===== config.mk =====
export PLATFORM = sky130hd
export DESIGN_NAME = dma_priority_resolver
export DESIGN_NICKNAME = d
export VERILOG_FILES = /design/src/rtl/dma_priority_resolver.sv
export SDC_FILE = /design/constraint.sdc
export NUM_CORES = 1
export LEC_CHECK = 0
export BUFFER_PORTS_ARGS = -buffer_cell sky130_fd_sc_hd__buf_2
export CORE_ASPECT_RATIO = 1.2
export CORE_MARGIN = 8
export CORE_UTILIZATION = 45
export DETAILED_ROUTE_END_ITERATION = 8
export PLACE_DENSITY = 0.72
export SLEW_MARGIN = 20
export SYNTH_ARGS = -nofsm -noshare
export SYNTH_HDL_FRONTEND = slang
export SYNTH_SLANG_ARGS = --single-unit

===== constraint.sdc =====
create_clock -name CLK -period 2.9 [get_ports CLK]
set_clock_uncertainty 0.2 [all_clocks]
set_input_delay 0.58 -clock CLK [delete_from_list [all_inputs] [get_ports CLK]]
set_output_delay 0.58 -clock CLK [all_outputs]
set_load 0.02 [all_outputs]

===== src/rtl/dma_priority_resolver.sv =====
// Four-channel DMA request arbiter: fixed or rotating priority, one-hot grant to the
// timing FSM, and DACK generation while the granted channel is serviced.
`timescale 1ns/1ps
module dma_priority_resolver #(
  parameter int NCH         = 4,
  parameter int SYNC_STAGES = 1
) (
  input  logic                   CLK,
  input  logic                   RESET,
  input  logic [NCH-1:0]         DREQ,
  input  logic                   dreqSense,
  input  logic                   dackSense,
  input  logic                   rotatingPriority,
  input  logic                   controllerDisable,
  input  logic [NCH-1:0]         maskReg,
  input  logic [NCH-1:0]         swReq,
  input  logic                   IDLE_CYCLE,
  input  logic                   validDACK,
  input  logic                   serviceDone,
  output logic [NCH-1:0]         VALID_DREQ,
  output logic [NCH-1:0]         DACK,
  output logic [$clog2(NCH)-1:0] activeChannel,
  output logic                   grantValid,
  output logic [NCH-1:0]         swReqClr
);

  localparam int CW = $clog2(NCH);

  typedef enum logic [1:0] {
    ARB_IDLE = 2'd0,
    ARB_PEND = 2'd1,
    ARB_SVC  = 2'd2
  } arb_state_t;

  arb_state_t r_state;
  arb_state_t w_state_next;

  logic [NCH-1:0] r_sync [SYNC_STAGES];
  logic [NCH-1:0] w_sync_req;
  logic [NCH-1:0] w_eff_req;

  logic [CW-1:0]  r_hi_pri;
  logic [CW-1:0]  w_hi_pri;
  logic [NCH-1:0] w_rot_req;
  logic [CW-1:0]  w_win_off;
  logic           w_any_req;
  logic [CW-1:0]  w_winner;
  logic [NCH-1:0] w_win_onehot;

  logic [CW-1:0]  r_active;
  logic [NCH-1:0] w_ac_onehot;
  logic [NCH-1:0] r_valid;
  logic           r_grant;
  logic [NCH-1:0] r_dack;

  logic [CW-1:0]  w_active_next;
  logic [NCH-1:0] w_valid_next;
  logic           w_grant_next;
  logic           w_dack_on_next;
  logic           w_rotate;
  logic [NCH-1:0] w_sw_clr;

  // DREQ pin synchroniser; sense inversion is applied after the last stage.
  always_ff @(posedge CLK) begin
    if (RESET) begin
      for (int s = 0; s < SYNC_STAGES; s++) begin
        r_sync[s] <= '0;
      end
    end else begin
      r_sync[0] <= DREQ;
      for (int s = 1; s < SYNC_STAGES; s++) begin
        r_sync[s] <= r_sync[s-1];
      end
    end
  end

  assign w_sync_req = r_sync[SYNC_STAGES-1] ^ {NCH{dreqSense}};
  assign w_eff_req  = (w_sync_req & ~maskReg) | swReq;

  // Fixed mode ignores the stored pointer immediately, not one edge later.
  assign w_hi_pri = rotatingPriority ? r_hi_pri : '0;

  genvar gi;
  generate
    for (gi = 0; gi < NCH; gi++) begin : g_chan
      assign w_rot_req[gi]    = w_eff_req[w_hi_pri + CW'(gi)];
      assign w_win_onehot[gi] = (w_winner == CW'(gi));
      assign w_ac_onehot[gi]  = (r_active == CW'(gi));
    end
  endgenerate

  // Lowest rotated offset with a request is the highest-priority requester.
  always_comb begin
    w_win_off = '0;
    w_any_req = 1'b0;
    for (int k = NCH-1; k >= 0; k--) begin
      if (w_rot_req[k]) begin
        w_win_off = CW'(k);
        w_any_req = 1'b1;
      end
    end
  end

  assign w_winner = w_hi_pri + w_win_off;

  always_ff @(posedge CLK) begin
    if (RESET) begin
      r_state <= ARB_IDLE;
    end else begin
      r_state <= w_state_next;
    end
  end

  always_comb begin
    w_state_next = r_state;
    case (r_state)
      ARB_IDLE: begin
        if (IDLE_CYCLE && !controllerDisable && w_any_req) begin
          w_state_next = ARB_PEND;
        end
      end
      ARB_PEND: begin
        if (validDACK) begin
          w_state_next = ARB_SVC;
        end else if (!w_eff_req[r_active]) begin
          w_state_next = ARB_IDLE;
        end
      end
      ARB_SVC: begin
        if (serviceDone) begin
          w_state_next = ARB_IDLE;
        end
      end
      default: w_state_next = ARB_IDLE;
    endcase
  end

  always_comb begin
    w_active_next  = r_active;
    w_valid_next   = '0;
    w_grant_next   = 1'b0;
    w_dack_on_next = 1'b0;
    w_rotate       = 1'b0;
    w_sw_clr       = '0;
    case (r_state)
      ARB_IDLE: begin
        if (w_state_next == ARB_PEND) begin
          w_active_next = w_winner;
          w_valid_next  = w_win_onehot;
          w_grant_next  = 1'b1;
        end
      end
      ARB_PEND: begin
        if (w_state_next != ARB_IDLE) begin
          w_valid_next   = w_ac_onehot;
          w_grant_next   = 1'b1;
          w_dack_on_next = (w_state_next == ARB_SVC);
        end
      end
      ARB_SVC: begin
        if (serviceDone) begin
          w_rotate = 1'b1;
          w_sw_clr = w_ac_onehot & swReq;
        end else begin
          w_valid_next   = w_ac_onehot;
          w_grant_next   = 1'b1;
          w_dack_on_next = 1'b1;
        end
      end
      default: begin
        w_valid_next = '0;
      end
    endcase
  end

  always_ff @(posedge CLK) begin
    if (RESET) begin
      r_active <= '0;
      r_valid  <= '0;
      r_grant  <= 1'b0;
      r_dack   <= '1;
    end else begin
      r_active <= w_active_next;
      r_valid  <= w_valid_next;
      r_grant  <= w_grant_next;
      if (w_dack_on_next) begin
        r_dack <= dackSense ? w_ac_onehot : ~w_ac_onehot;
      end else begin
        r_dack <= {NCH{~dackSense}};
      end
    end
  end

  always_ff @(posedge CLK) begin
    if (RESET || !rotatingPriority) begin
      r_hi_pri <= '0;
    end else if (w_rotate) begin
      r_hi_pri <= r_active + CW'(1);
    end
  end

  assign VALID_DREQ    = r_valid;
  assign DACK          = r_dack;
  assign activeChannel = r_active;
  assign grantValid    = r_grant;
  // Combinational so the request register clears on the same edge we return to idle.
  assign swReqClr      = w_sw_clr;

endmodule


# Word-level counts from Yosys, hierarchy flattened
# Memories as Yosys holds them, arrays and structs flattened.
# Index checks and enable logic that the tools add are counted.
[totals] register_bits=15 ram_bits=4 inputBits=21 out_inout_bits=15 word_cells=90 n_memories=1
[memory_table] name="r_sync" words=1 width=4 read_ports=1 rd_ports_with_merged_regs=0 write_ports=1 line="38" text="logic [NCH-1:0] r_sync [SYNC_STAGES];"
[op_classes] add_sub_neg=5 magnitude_cmp=5 eq_ne=10 mux=45 n_bitwise=7 n_reduce_logical=11
[ops] operator="2-to-1 mux 4 bit" n=8
[ops] operator="2-to-1 mux 1 bit" n=19
[ops] operator="2-to-1 mux 2 bit" n=9
[ops] operator="less-than comparator 2 x 3 -> 1 bit (second input constant)" n=5
[ops] operator="== test 2 bit (second input constant)" n=6
[ops] operator="one-hot mux 4 bit (3 select lines)" n=1
[ops] operator="binary-select mux 1 bit (select 2 bit)" n=5
[ops] operator="bitwise AND 4 bit" n=2
[ops] operator="== test 2 x 1 -> 1 bit (second input constant)" n=4
[ops] operator="NOT 4 bit" n=2
[ops] operator="zero test 2 bit" n=3
[ops] operator="one-hot mux 2 bit (3 select lines)" n=1
[ops] operator="adder 2 x 1 -> 2 bit (second input constant)" n=2
[ops] operator="adder 2 bit (second input constant)" n=2
[ops] operator="bitwise OR 4 bit" n=1
[ops] operator="OR reduction 4 bit" n=1
[ops] operator="bitwise XOR 4 bit" n=1
[ops] operator="one-hot mux 1 bit (3 select lines)" n=1
[ops] operator="adder 2 bit" n=1
[ops] operator="logical AND 1 bit" n=2
[ops] operator="zero test 1 bit" n=2
[ops] operator="one-hot mux 1 bit (2 select lines)" n=1
[ops] operator="AND reduction 2 bit" n=1
[ops] operator="nonzero test 2 bit" n=1
[ops] operator="2 further kinds" n=2

# Logic depth before layout (Yosys ltp)
# Gate-level depths: netlist of the first run.
[logic_depth] depth_word=16 mapped_depth=11 depth_no_buf=10

# Worst setup path before layout of the first run
# OpenSTA, ideal clock, no wires.
[synth_timing] kind="in2reg" start="input port dreqSense" end="register r_dack[0] (netlist: DACK[0])" setup_time_ns=0.072 arrival_ns=2.475 required_ns=2.628 setup_slack_ns=0.153 cell_stages=8 path_buffers=1 path_cell_list="buf_6 -> xnor2_2 -> o21bai_2 -> mux4_2 -> a311oi_4 -> nor2_2 -> o31ai_1 -> mux2i_1"
[synth_between] elab_chain_cells=16 word_cells_on_any_way=27 classes_between="eq/ne: 1; mux: 21; bitwise: 3; reduce/logical: 2"
[synth_rtl] element="start: declaration" line="11" text="input logic dreqSense,"
[synth_rtl] element="bitwise XOR 4 bit (*)" line="77" text="assign w_sync_req = r_sync[SYNC_STAGES-1] ^ {NCH{dreqSense}};"
[synth_rtl] element="bitwise AND 4 bit (*)" line="78" text="assign w_eff_req = (w_sync_req & ~maskReg) | swReq;"
[synth_rtl] element="bitwise OR 4 bit (*)" line="78"
[synth_rtl] element="binary-select mux 1 bit (select 2 bit)" line="86" text="assign w_rot_req[gi] = w_eff_req[w_hi_pri + CW'(gi)];"
[synth_rtl] element="2-to-1 mux 1 bit (not written as such)" line="86"
[synth_rtl] element="2-to-1 mux 1 bit (4 in a row)" line="97" text="if (w_rot_req[k]) begin"
[synth_rtl] element="logical AND 1 bit" line="118" text="if (IDLE_CYCLE && !controllerDisable && w_any_req) begin"
[synth_rtl] element="2-to-1 mux 2 bit" line="118"
[synth_rtl] element="one-hot mux 2 bit (3 select lines) (*)" line="116" text="case (r_state)"
[synth_rtl] element="== test 2 bit or nonzero test 2 bit (tied branches)" line="157, 154"
[synth_rtl] element="2-to-1 mux 1 bit (*)" line="154" text="if (w_state_next != ARB_IDLE) begin"
[synth_rtl] element="one-hot mux 1 bit (2 select lines) (*)" line="145" text="case (r_state)"
[synth_rtl] element="2-to-1 mux 4 bit (*)" line="186" text="if (w_dack_on_next) begin"
[synth_rtl] element="end signal: assignment" line="187" text="r_dack <= dackSense ? w_ac_onehot : ~w_ac_onehot;"
[synth_rtl] element="end signal: assignment" line="189" text="r_dack <= {NCH{~dackSense}};"
[synth_rtl] element="end: declaration" line="54" text="logic [NCH-1:0] r_dack;"
# Mark *: on every way between the ends. The rest lies on a longest branch, timed or not. The select of a mux whose other input is x is not followed.
# A chain may end at the register's enable or synchronous reset.

# Worst setup path in the final report of the first run
[layout_timing] start="input port dreqSense" end="register r_active[1] (netlist: activeChannel[1])"
[layout_between] elab_chain_cells=14 word_cells_on_any_way=29 classes_between="add/sub: 1; eq/ne: 1; mux: 22; bitwise: 3; reduce/logical: 2"
[layout_rtl] element="bitwise XOR 4 bit (*)" line="77"
[layout_rtl] element="bitwise AND 4 bit (*)" line="78"
[layout_rtl] element="bitwise OR 4 bit (*)" line="78"
[layout_rtl] element="binary-select mux 1 bit (select 2 bit)" line="86"
[layout_rtl] element="2-to-1 mux 1 bit (not written as such)" line="86"
[layout_rtl] element="2-to-1 mux 1 bit (4 in a row)" line="97"
[layout_rtl] element="logical AND 1 bit" line="118"
[layout_rtl] element="2-to-1 mux 2 bit" line="118"
[layout_rtl] element="one-hot mux 2 bit (3 select lines)" line="116"
[layout_rtl] element="== test 2 x 1 -> 1 bit" line="147" text="if (w_state_next == ARB_PEND) begin"
[layout_rtl] element="AND reduction 2 bit (no line)"
[layout_rtl] element="end signal: assignment" line="183" text="r_active <= w_active_next;"
[layout_rtl] element="end: declaration" line="50" text="logic [CW-1:0] r_active;"
# Marked as above.

==> results.yml, run 1 <==
sta:
  setup_viol: 0
  finalHoldViolCount: 0
  post-route-period-util: 0.942
  worstMarginPinSlew_ps: 537
  maxSlewHeadroom: 0.641
  rsz0062_at_grt: "no"
  setup_slack_ps: 168
  tns_ps: 0
  slew_violations: 0
  fmax_ghz: 0.366
  hold_ws_ps: 287
  finalCriticalPeriod_ps: 2730
worst_setup_path:
  worst_setup_path_start_kind: "input port"
  end_kind: "flip-flop"
  required_ps: 2930
  path_cells: "buf_2 > xnor2_2 > o21ba_2 > o21ai_0 > a21oi_1 > a311oi_1 > a21oi_1 > ha_1 > xnor2_1 > xnor2_1 > a211oi_1"
  crit_cells: 11
  critPathKind: "input port to flip-flop"
  cp.buffers_inverters: 1
  cp_slowest_cell: "a311oi_1"
  r2r_end: "activeChannel[1]"
  slowest_delay_ps: 310
  cp_top_family: "compound AO/OA/AOI/OAI gates"
  rrSetupSlack_ps: 310
  arrival_ps: 2760
  worstPathMaxFanout: 6
  worst_r2r_path_depth: 10
  timing.rr.start: "r_sync[0][3]"
final_layout:
  antenna_cells: 0
  drive_gt1_frac: 0.294
  areaGrowthSynthToFinish_pct: 20.2
  fin_util: 0.560
  nNetsFinal: 235
synth:
  synth_top_family_by_area: "compound AO/OA/AOI/OAI gates"
  synthMuxAreaShare: 0.0514
  synthesis.instances: 161
  synth_top_flop_cell: "dfxtp_1"
  synthesis.nets: 191
  synthAdderAreaFrac: 0.0798
  yosysUniqueCellTypes: 42
  synth.top_cell.area_share: 0.270
  syn_avg_cell_area_um2: 8.77
  synth-edff-count: 0
  async_flop_share: 0
  synth.most_common_cell: "dfxtp_1"
  netlist_top_cells_area: "dfxtp_1 27%, ha_1 8.0%, xnor2_2 4.6%, nand3_1 4.3%, o31ai_1 4.3%"
  synth_compound_area_frac: 0.279
  synth_seq_area_share: 0.270
  synth.top_cells.by_count: "19 x dfxtp_1, 12 x nand3_1, 11 x a21oi_1, 11 x nor2_1"
  synth-simple-area-share: 0.215
  synthesis.area_um2: 1410
  synth_xor_area_frac: 0.0647
  ys_warn_count: 0
  synth-seq-cells: 19
  yosys.area.top_type: "dfxtp_1"
pwr:
  ir_drop_mv: 0.284
  power_leakage_nw: 0.702
  power.density_nw_per_um2: 388
  p_switching_uw: 236
  total_power_uw: 658
  p_int_uw: 422
  seq_power_share: 0.442
  pwr-share-comb: 0.350
  pwr-share-clk: 0.208
  swShare: 0.359
die:
  io_pins: 36
  core_um2: 3030
  die_height_um: 77.4
  die_w_um: 67.1
  row_count: 22
  start_util: 0.466
  die_area_um2: 5190
global_route:
  grt_pass1_vias: 1438
  antenna_found_initial: 0
  grt.overflow.total: 0
  grt_max_degree: 13
  grt_pass1_wl_um: 6800
  grt_usage: 0.160
routing:
  wl_per_cell_um: 17.0
  ant_nets: 0
  drt_iter0_drc: 80
  viasPerCell: 5.83
  num_vias: 1398
  wl_um: 4080
  drt_first_pass_iters: 4
  drc_errors: 0
clock_network:
  cts_root_buffer: "clkbuf_4"
  cts_hold_buf: 0
  cts-resized-gates: 0
  htree_levels: 1
  cts_sinks: 19
  cts_tree: "yes"
  cts_buffer_depth: 2
  path_clk_slew_ps: 120
  clock_latency_ps: 300
  cts_buffers: 3
  cts_setup_buffers: 0
outcome:
  status: "finished, final reports clean"
place:
  dp_worst_setup_slack_ps: -58.6
  port-buffer-count: 35
  dp_hpwl_um: 3230
  gp_congestion: 0.938
worst_hold_path:
  min_to: "r_sync[0][1]"
  whs_path_depth: 2
  worstHoldStart: "DREQ[1]"
  hp-class: "input port to flip-flop"
flow_run:
  maxCapViolCount: 0
how the worst max path moves through the flow:
stage	slack [ps]	start	to
6_report	170	dreqSense	activeChannel[1]
5_1_grt	20	dreqSense	VALID_DREQ[2]
4_1_cts	250	dreqSense	activeChannel[1]
3_5_place_dp	-60	dreqSense	activeChannel[1]
3_3_place_gp	40	dreqSense	DACK[1]
2_1_floorplan	150	dreqSense	DACK[0]
registers in the layout, summed over array words and instances, names as in the netlist:
register and flops:
activeChannel 2, grantValid 1, DACK 4, VALID_DREQ 4, r_sync 4, r_hi_pri 2, r_state 2
through the flow:
step                cells  area [um^2]
floorplan             161         1410
global route          240         1700
finish                240         1700
detailed placement    236         1670
global placement      236         1670
CTS                   240         1700
cell families (layout without fill, tap and decap cells):
| group | Yosys count | in the layout |
|---|---|---|
| buffers and inverters | 13 | 56 |
| adder cells (fa/ha/maj) | 9 | 9 |
| AND/OR/NAND/NOR | 58 | 58 |
| XOR/XNOR | 7 | 7 |
| AO/OA/AOI/OAI | 49 | 49 |
| flip-flops | 19 | 19 |
| multiplexers | 6 | 6 |
placed cells by master (no fill, tap or decap), drive strengths merged, types with 2 or more instances in the layout:
master and n:
o21ba 2, nor2 12, clkbuf 3, buf 43
xnor2 6, and3 4, o21bai 4, a21boi 2
mux2i 5, inv 9, ha 9, o2111ai 4
nand2b 3, nand3 12, a311oi 3, a211oi 5
nor3 6, nand2 7, o31ai 8, and2 3
nor2b 8, dfxtp 19, a21oi 11, o21ai 2
power groups by stage:
stage / Combinational [mW] / Clock, mW / Sequential (mW)
after floorplan: 0.138 / 0 / 0.308
after global placement: 0.219 / 0 / 0.296
after detailed placement: 0.226 / 0 / 0.297
after CTS: 0.228 / 0.142 / 0.291
after global routing: 0.252 / 0.154 / 0.293
final: 0.230 / 0.137 / 0.290
cell type report:
| cell class | instances | area [um^2] |
|---|---|---|
| fillers | 286 | 1330 |
| multi-input cells | 129 | 975 |
| flip-flops and latches | 19 | 380 |
| repair buffers | 43 | 235 |
| well taps | 36 | 45.0 |
| inverters | 9 | 33.8 |
| clock buffers | 3 | 22.5 |
| clock inverters | 1 | 5.00 |
metal layers:
layer / vias to the layer above / track usage / routed length, um
li1: 689 / - / -
met1: 651 / 0.196 / 1700
met2: 49 / 0.263 / 2060
met3: 9 / 0.0316 / 226
met4: 0 / 0.0650 / 87
met5: - / 0 / 0
Power figures use the tool's default switching activity.
==> run 2, diff against run 1 <==
- CORE_UTILIZATION: 45 -> 53
- CTS_CLUSTER_SIZE: not set -> 12
- PLACE_DENSITY: 0.72 -> 0.8
==> results.yml, run 2 (same netlist as run 1, synthesis figures left out) <==
clock_network:
  htree_levels: 1
  cts_buffers: 3
  cts_tree: "yes"
  path_clk_slew_ps: 110
  cts-resized-gates: 0
  clock_latency_ps: 300
  cts_buffer_depth: 2
  cts_root_buffer: "clkbuf_4"
  cts_hold_buf: 0
  cts_setup_buffers: 0
  cts_sinks: 19
final_layout:
  drive_gt1_frac: 0.308
  nNetsFinal: 239
  areaGrowthSynthToFinish_pct: 22.1
  layout_common_cells: "35 x buf_2, 19 x dfxtp_1, 12 x nand3_1, 12 x buf_4"
  fin_cells: 241
  antenna_cells: 0
  mostFrequentLayoutCell: "buf_2"
  fillers: 229
routing:
  wl_per_cell_um: 16.6
  drt_first_pass_iters: 4
  wl_um: 4000
  num_vias: 1435
  drc_errors: 0
  viasPerCell: 5.95
  drt_iter0_drc: 63
  ant_nets: 0
worst_setup_path:
  slowest_delay_ps: 280
  worstPathMaxFanout: 6
  rrSetupSlack_ps: 350
  end_kind: "flip-flop"
  path_cells: "buf_2 > xnor2_2 > o21ba_2 > o21ai_0 > a21oi_1 > a311oi_1 > a21oi_1 > ha_1 > xnor2_1 > xnor2_1 > o31ai_1"
  timing.rr.start: "r_state[0]"
  critPathKind: "input port to flip-flop"
  r2r_end: "VALID_DREQ[2]"
  worst_setup_path_start_kind: "input port"
  arrival_ps: 2630
  worst_r2r_path_depth: 8
  required_ps: 2910
  cp_slowest_cell: "xnor2_1"
die:
  start_util: 0.558
  die_height_um: 72.5
  io_pins: 36
  row_count: 20
  die_area_um2: 4580
  die_w_um: 63.1
  core_um2: 2530
sta:
  slew_violations: 0
  post-route-period-util: 0.904
  setup_viol: 0
  finalCriticalPeriod_ps: 2620
  tns_ps: 0
  rsz0062_at_grt: "no"
  setup_slack_ps: 278
  worstMarginPinSlew_ps: 592
  fmax_ghz: 0.381
  maxSlewHeadroom: 0.605
  finalHoldViolCount: 0
place:
  port-buffer-count: 35
  dp_worst_setup_slack_ps: -35.1
  gp_congestion: 0.930
  dp.cells: 237
  dp_hpwl_um: 3210
pwr:
  power_leakage_nw: 0.722
  pwr-share-comb: 0.356
  p_switching_uw: 242
  total_power_uw: 669
  power.density_nw_per_um2: 388
  swShare: 0.361
  p_int_uw: 427
  seq_power_share: 0.433
  ir_drop_mv: 0.292
  pwr-share-clk: 0.210
global_route:
  antenna_found_initial: 0
  grt_usage: 0.177
  grt_pass1_vias: 1495
  grt.overflow.total: 0
  grt_pass1_wl_um: 6670
  grt_max_degree: 13
worst_hold_path:
  worstHoldStart: "DREQ[3]"
  hp-class: "input port to flip-flop"
  whs_path_depth: 2
  min_to: "r_sync[0][3]"
flow_run:
  maxCapViolCount: 0
outcome:
  status: "finished, final reports clean"
[run 2: through the flow]
step            util  hold WS (ps)  cell area [um^2]
3_3_place_gp   0.671           255              1700
4_1_cts        0.682           275              1720
6_report       0.682           278              1720
3_5_place_dp   0.671           269              1700
2_1_floorplan      -           243              1410
5_1_grt        0.682           285              1720
[run 2: layout make-up]
| type | count | area [um^2] | share of cell area |
|---|---|---|---|
| flip-flops and latches | 19 | 380 | 0.221 |
| inverters | 9 | 33.8 | 0.0196 |
| multi-input cells | 129 | 975 | 0.566 |
| clock buffers | 3 | 22.5 | 0.0131 |
| clock inverters | 1 | 5.00 | 0.00290 |
| well taps | 33 | 41.3 | 0.0240 |
| repair buffers | 47 | 265 | 0.154 |
[run 2: worst max-delay path, delay by kind of cell]
family | cells | cell delay, ps
compound gates | 6 | 1060
xor+xnor | 3 | 600
fa+ha+maj | 1 | 220
buf+inv | 1 | 170
[run 2: how the worst max path moves through the flow]
stage / start / endpoint / slack, ps
detailed placement: dreqSense / VALID_DREQ[2] / -40
finish: dreqSense / VALID_DREQ[2] / 280
global route: r_state[1] / VALID_DREQ[2] / 150
floorplan: dreqSense / DACK[0] / 150
CTS: dreqSense / VALID_DREQ[2] / 290
global placement: dreqSense / DACK[3] / 50
[run 2: metal layers]
layer	vias to the layer above	GRT usage	routed length [um]
met5	-	0	0
met4	0	0.0990	135
met3	16	0.0416	267
met2	81	0.308	2000
met1	639	0.195	1600
li1	699	-	-
[run 2: power by group through the flow]
| stage | Combinational [mW] | Clock (mW) | Sequential, mW |
|---|---|---|---|
| after floorplan | 0.138 | 0 | 0.308 |
| after global placement | 0.228 | 0 | 0.295 |
| after detailed placement | 0.234 | 0 | 0.295 |
| after CTS | 0.236 | 0.144 | 0.290 |
| after global routing | 0.258 | 0.153 | 0.291 |
| final | 0.238 | 0.141 | 0.290 |
